==> src/rtl/alu_acc_ctrl.sv <==
// Accumulator and two-state sequencer wrapped around an 8-bit add/subtract ALU.
// Takes one operation per handshake, drives the ALU, and writes its result back into acc.
`timescale 1ns/1ps
module alu_acc_ctrl #(
  parameter int unsigned WIDTH = 8,
  parameter int unsigned CNT_W = 4
) (
  input  logic             clk,
  input  logic             rst,
  input  logic             op_valid,
  output logic             op_ready,
  input  logic [1:0]       op_code,
  input  logic [WIDTH-1:0] op_data,
  output logic [WIDTH-1:0] alu_a,
  output logic [WIDTH-1:0] alu_b,
  output logic             alu_s,
  output logic             alu_e,
  input  logic [WIDTH-1:0] alu_w,
  output logic [WIDTH-1:0] acc,
  output logic             carry,
  output logic             done,
  output logic [CNT_W-1:0] op_count
);

  localparam logic [0:0] S_IDLE = 1'b0;
  localparam logic [0:0] S_EXEC = 1'b1;

  localparam logic [1:0] OP_LOAD = 2'b00;
  localparam logic [1:0] OP_ADD  = 2'b01;
  localparam logic [1:0] OP_SUB  = 2'b10;
  localparam logic [1:0] OP_CLR  = 2'b11;

  logic [0:0]       state_q, state_d;
  logic [WIDTH-1:0] acc_q, acc_d;
  logic [WIDTH-1:0] b_q, b_d;
  logic [1:0]       code_q, code_d;
  logic             carry_q, carry_d;
  logic             done_q, done_d;
  logic [CNT_W-1:0] cnt_q, cnt_d;

  // State and datapath registers; reset aborts any op in flight.
  always_ff @(posedge clk) begin
    if (rst) begin
      state_q <= S_IDLE;
      acc_q   <= '0;
      b_q     <= '0;
      code_q  <= OP_LOAD;
      carry_q <= 1'b0;
      done_q  <= 1'b0;
      cnt_q   <= '0;
    end else begin
      state_q <= state_d;
      acc_q   <= acc_d;
      b_q     <= b_d;
      code_q  <= code_d;
      carry_q <= carry_d;
      done_q  <= done_d;
      cnt_q   <= cnt_d;
    end
  end

  // Next-state and writeback; the ALU result is only sampled on the EXEC->IDLE edge.
  always_comb begin
    state_d = state_q;
    acc_d   = acc_q;
    b_d     = b_q;
    code_d  = code_q;
    carry_d = carry_q;
    done_d  = 1'b0;
    cnt_d   = cnt_q;
    case (state_q)
      S_IDLE: begin
        if (op_valid) begin
          b_d     = op_data;
          code_d  = op_code;
          state_d = S_EXEC;
        end
      end
      default: begin
        state_d = S_IDLE;
        done_d  = 1'b1;
        cnt_d   = cnt_q + CNT_W'(1);
        case (code_q)
          OP_LOAD: begin
            acc_d   = b_q;
            carry_d = 1'b0;
          end
          OP_ADD: begin
            acc_d   = alu_w;
            carry_d = (alu_w < acc_q);
          end
          OP_SUB: begin
            acc_d   = alu_w;
            carry_d = (acc_q < b_q);
          end
          default: begin
            acc_d   = '0;
            carry_d = 1'b0;
          end
        endcase
      end
    endcase
  end

  assign op_ready = (state_q == S_IDLE);
  assign alu_e    = (state_q == S_EXEC) && ((code_q == OP_ADD) || (code_q == OP_SUB));
  assign alu_s    = (code_q == OP_SUB);
  assign alu_a    = acc_q;
  assign alu_b    = b_q;
  assign acc      = acc_q;
  assign carry    = carry_q;
  assign done     = done_q;
  assign op_count = cnt_q;

endmodule
==> config.mk <==
export PLATFORM = sky130hd
export DESIGN_NAME = alu_acc_ctrl
export DESIGN_NICKNAME = d
export VERILOG_FILES = /design/src/rtl/alu_acc_ctrl.sv
export SDC_FILE = /design/constraint.sdc
export NUM_CORES = 1
export LEC_CHECK = 0
export CAP_MARGIN = 20
export CORE_MARGIN = 2
export CORE_UTILIZATION = 39
export CTS_CLUSTER_DIAMETER = 200
export DETAILED_ROUTE_END_ITERATION = 7
export GPL_TIMING_DRIVEN = 0
export PLACE_DENSITY = 0.75
export SLEW_MARGIN = 20
export SYNTH_ARGS = -nofsm -noshare
export SYNTH_HDL_FRONTEND = slang
export SYNTH_SLANG_ARGS = --single-unit
==> constraint.sdc <==
create_clock -name clk -period 1.5 [get_ports clk]
set_clock_uncertainty 0.15 [all_clocks]
set_input_delay 0.15 -clock clk [delete_from_list [all_inputs] [get_ports clk]]
set_output_delay 0.15 -clock clk [all_outputs]
set_load 0.01 [all_outputs]
==> After elaboration in Yosys (flattened, before gate mapping) <==
Cells that the tools add are included.
{ "word_totals": {"regBits": 25} }
{ "classes": {"add_sub_neg": 1, "n_lt_le_gt_ge": 2, "n_eq_ne": 2, "n_mux": 4, "bitwise": 1, "reduce_logical": 6} }
{ "op_table": {"columns": ["operator", "count"], "rows": [
  ["< comparator 8 bit", 2],
  ["one-hot mux 8 bit (2 select lines)", 1],
  ["adder 4 x 1 -> 4 bit, second input constant", 1],
  ["OR reduction 2 bit", 2],
  ["equality test 2 x 1 -> 1 bit, second input constant", 1],
  ["equality test 2 bit, second input constant", 1],
  ["logical NOT 2 bit", 1],
  ["2-to-1 mux 1 bit", 2],
  ["one-hot mux 1 bit (2 select lines)", 1],
  ["AND reduction 2 bit", 1],
  ["logical AND 1 bit", 1],
  ["logical OR 1 bit", 1],
  ["inverter 1 bit", 1]
]} }

==> Longest topological paths before layout <==
{ "depth": {"depth_word": 3, "mapped_depth": 7, "ltp_nobuf": 7} }

==> Worst setup path after synthesis <==
OpenSTA, ideal clock, no wires.
{ "synth_path": {"path_type": "register to register", "startpoint": "reg acc_q[1] (netlist: acc[1])", "endpoint": "reg carry_q (netlist: carry)", "setup_time_ps": 59, "arrival_ps": 1438, "required_time_ps": 1291, "setup_slack_ps": -146, "path_stages_with_launch": 8, "n_path_buf": 0, "period_less_slack_ps": 1646, "path_cell_list": "dfxtp_1 > inv_1 > ha_1 > or3b_1 > o2111ai_1 > a21oi_1 > o22ai_1 > a31o_1"} }
{ "synth_between": {"elab_chain_len": 2} }
{ "synth_rtl": {"columns": ["element", "line_no", "source"], "rows": [
  ["start, declared", "34", "logic [WIDTH-1:0] acc_q, acc_d;"],
  ["start signal, assigned", "45", "acc_q <= '0;"],
  ["start signal, assigned", "53", "acc_q <= acc_d;"],
  ["< comparator 8 bit (on tied branches)", "94, 90", null],
  ["one-hot mux 1 bit (2 select lines) (*)", "83", "case (code_q)"],
  ["end signal, assigned", "56", "carry_q <= carry_d;"],
  ["end, declared", "37", "logic carry_q, carry_d;"]
]} }
Mark *: on every way between the ends. The rest lies on a longest branch, timed or not.
A chain may end at the register's enable or synchronous reset.

==> Worst setup path after layout <==
{ "layout_path": {"startpoint": "reg b_q[1] (netlist: alu_b[1])", "endpoint": "reg carry_q (netlist: carry)"} }
{ "layout_between": {"elab_chain_len": 2} }
{ "layout_rtl": {"columns": ["element", "line_no", "source"], "rows": [
  ["start, declared", "35", "logic [WIDTH-1:0] b_q, b_d;"],
  ["start signal, assigned", "46", "b_q <= '0;"],
  ["start signal, assigned", "54", "b_q <= b_d;"],
  ["< comparator 8 bit", "94", "carry_d = (acc_q < b_q);"],
  ["one-hot mux 1 bit (2 select lines)", "83", null]
]} }
Every way passes these cells.

==> summary.md <==
| Metric | Value |
|---|---|
| Setup-failing EPs final | `2` |
| WHS | `0.006873 ns` |
| Cell count along the critical path | `7` |
| DIE WIDTH | `64.32 µm` |
| FF-to-FF setup slack | `-0.11 ns` |
| WP data required | `1.63 ns` |
| Reg2reg end | `carry` |
| # H-tree levels | `1` |
| Syn-to-layout area delta | `61.64%` |
| Crit path capture type | `register` |
| Fillers | `291` |
| Crit-path max FO | `3` |
| Syn Nets | `208` |
| Die Ht | `64.32 µm` |
| GRT Total Usage | `0.1821` |
| Tmin final | `1.615 ns` |
| Remaining DRCs | `0` |
| Final Hold Fails | `0` |
| Failing checks | `negative setup slack` |
| CP max stage delay | `0.38 ns` |
| Unrepaired setup endpoints after global routing | `true` |
| Worst Setup EP | `carry` |
| Row count | `21` |
| Relative slew slack | `0.6253` |
| Total grt overflow | `0` |
| Yosys warns | `0` |
| Seq cells post-synth | `25` |
| Half-perimeter wire length after placement | `2.465 mm` |
| Number of detailed-route iterations in the first pass | `5` |
| Root Buffer | `clkbuf_4` |
| Fin worst setup slack | `-0.1150 ns` |
| Family with the most delay on the worst path | `compound AO/OA/AOI/OAI gates` |
| Slew Limit Fails | `0` |
| WL final | `3.889 mm` |
| Antenna Nets Post-Route | `0` |
| First-pass GRT wire length | `5.899 mm` |
| PD cells | `642.7 mW/mm²` |
| Die ar. | `0.004136 mm²` |
| CP arrival | `1.74 ns` |
| Post-Syn Area | `0.001419 mm²` |
| Worst slew pin tran | `0.5620 ns` |
| Layout cell share with drive strength beyond 1 | `0.3418` |
| Max Cap Viol | `0` |
| Diodes inserted | `0` |
| DR WL/cell | `13.74 µm` |
| Clock latency on the worst-skew pair | `0.32 ns` |
| Boundary pin count | `54` |
| Worst VDD drop | `0.0004452 V` |
| Reg2reg path depth | `7` |
| R2r startpoint | `alu_b[1]` |
| Gpl congestion | `0.7871` |
| Initial Util | `0.4154` |
| Synth Area per Inst | `8.446 µm²` |
| Core ar. | `0.003416 mm²` |
| Vias per inst | `5.004` |
| Critical Path Source Type | `register` |
| Cell area after layout | `0.002293 mm²` |
| Synth cell types | `27` |
| Buffers added on ports | `52` |
| Crit path launch | `alu_b[1]` |
| CTS buffer count | `3` |
| Status | `finished, violations left` |
| WP buf/inv | `1` |
| Fmax | `619.2 MHz` |
| Largest net degree at the start of global routing | `14` |
| Initial drt markers | `42` |
| Clk sinks | `25` |
| Max Root-Sink Buffers | `2` |
| Syn Inst Count | `168` |
| Critical path type | `reg2reg` |
| Reg clk slew, reported paths | `0.14 ns` |
| TritonCTS clock tree | `yes` |
| Top cells by area, synth | `dfxtp_1 35%, ha_1 17%, nand2_1 6.3%` |
| Hold_buf cts | `0` |
| Vias | `1,416` |
| Slowest cell on crit path | `dfxtp_4` |
| Leak | `1.076 nW` |
| Sequential share of the synthesized area | `0.3527` |
| Cell Chain, Critical Path | `inv_2, ha_4, or3b_4, o2111ai_2, a21oi_2, o22ai_2, a31o_1` |
| Initial antenna violation count | `0` |
| DP Area | `0.002017 mm²` |
| Dominant cell type by area after synthesis | `dfxtp_1` |
| Final nets | `278` |
| Vias in the first global route | `1,261` |
| Synth top area share | `0.3527` |
| Period Utilization, post-route | `1.077` |
| Hold Crit Class | `in2reg` |
## layout make-up
class / count / area, µm² / area share
inverter: 18 / 72.57 / 0.03164
buffer: 15 / 103.9 / 0.04528
clock buffer: 4 / 26.28 / 0.01146
timing repair buffer: 67 / 605.6 / 0.2640
sequential: 25 / 538.0 / 0.2346
tap: 46 / 57.56 / 0.02510
multi-input combinational: 108 / 889.6 / 0.3879
## per-stage QoR
step,worst slack (ns),setup TNS [ns],util,power (mW),cells
finish,-0.1150,-0.1671,0.6714,1.474,283
global route,-0.1672,-0.2570,0.6714,1.549,283
CTS,-0.1485,-0.8081,0.6242,1.412,279
detailed placement,-0.3723,-1.610,0.5905,1.099,266
global placement,-0.3714,-1.470,0.5905,1.096,266
floorplan,-0.01737,-0.01737,-,0.9281,168
## cells in the mapped netlist
master,number
or3b_1,2
a31o_1,1
and2_1,1
a21oi_1,12
o2111ai_1,4
clkbuf_1,5
ha_1,19
nor2b_1,1
dfxtp_1,25
nand4_1,1
nand2_1,24
o22ai_1,1
a22o_2,1
nor2_2,1
nor2_1,14
and3_1,1
mux2i_1,1
inv_1,18
xor2_1,2
buf_4,8
a22oi_1,8
nand3b_1,2
a211oi_1,2
a22o_1,7
a21o_1,2
buf_2,4
xnor2_1,1
## logic make-up after synthesis
group / Yosys count / share of synthesized area
adder cells (fa/ha/maj): 19 / 0.1675
XOR/XNOR: 3 / 0.01852
flip-flops: 25 / 0.3527
AO/OA/AOI/OAI: 38 / 0.1914
buffers and inverters: 35 / 0.1173
multiplexers: 1 / 0.007055
AND/OR/NAND/NOR: 47 / 0.1455
## per-layer routing
layer	share of wire	wire length, µm	GRT usage
met3	0.052	201	0.02993
met1	0.45	1758	0.2422
met4	0.022	85	0.05851
met2	0.47	1844	0.2995
met5	0	0	0
## where the power goes
group	internal, mW	switching (mW)	leakage (nW)
sequential	0.694	0.0305	0.215
combinational	0.241	0.201	0.847
clock	0.104	0.203	0.0150
total	1.04	0.434	1.08
## state kept, by name, indices dropped and copies added (netlist names)
register,cells
code_q,2
state_q,1
alu_b,8
done,1
acc,8
op_count,4
carry,1
## cells in the final DEF, fill, tap and decap left out, types with 6 or more instances in the layout
cell             count
nor2_1              14
buf_4               23
ha_4                 6
a21oi_1             10
a22oi_1              6
dlygate4sd2_1       28
clkdlybuf4s50_1     19
inv_1               13
nand2_1             24
ha_1                13
dfxtp_2             18
a22o_1               7
## timing repair
item | 4_1_cts | 5_1_grt
resized for setup | 70 | 25
endpoints found under the setup margin | 41 | 12
setup buffers | 9 | 6
pin swaps | 2 | 8
## how the worst min path moves through the flow
stage / start / to / slack (ns) / depth (start not counted)
final: rst / alu_b[1] / 0.007 / 2
after CTS: rst / alu_b[1] / 0.003 / 2
after global placement: code_q[0] / code_q[0] / 0.32 / 2
after detailed placement: code_q[0] / code_q[0] / 0.33 / 2
after floorplan: op_data[1] / alu_b[1] / 0.13 / 2
after global routing: rst / alu_b[0] / 0.02 / 2
Note: power is estimated with default switching activity, not from simulation.
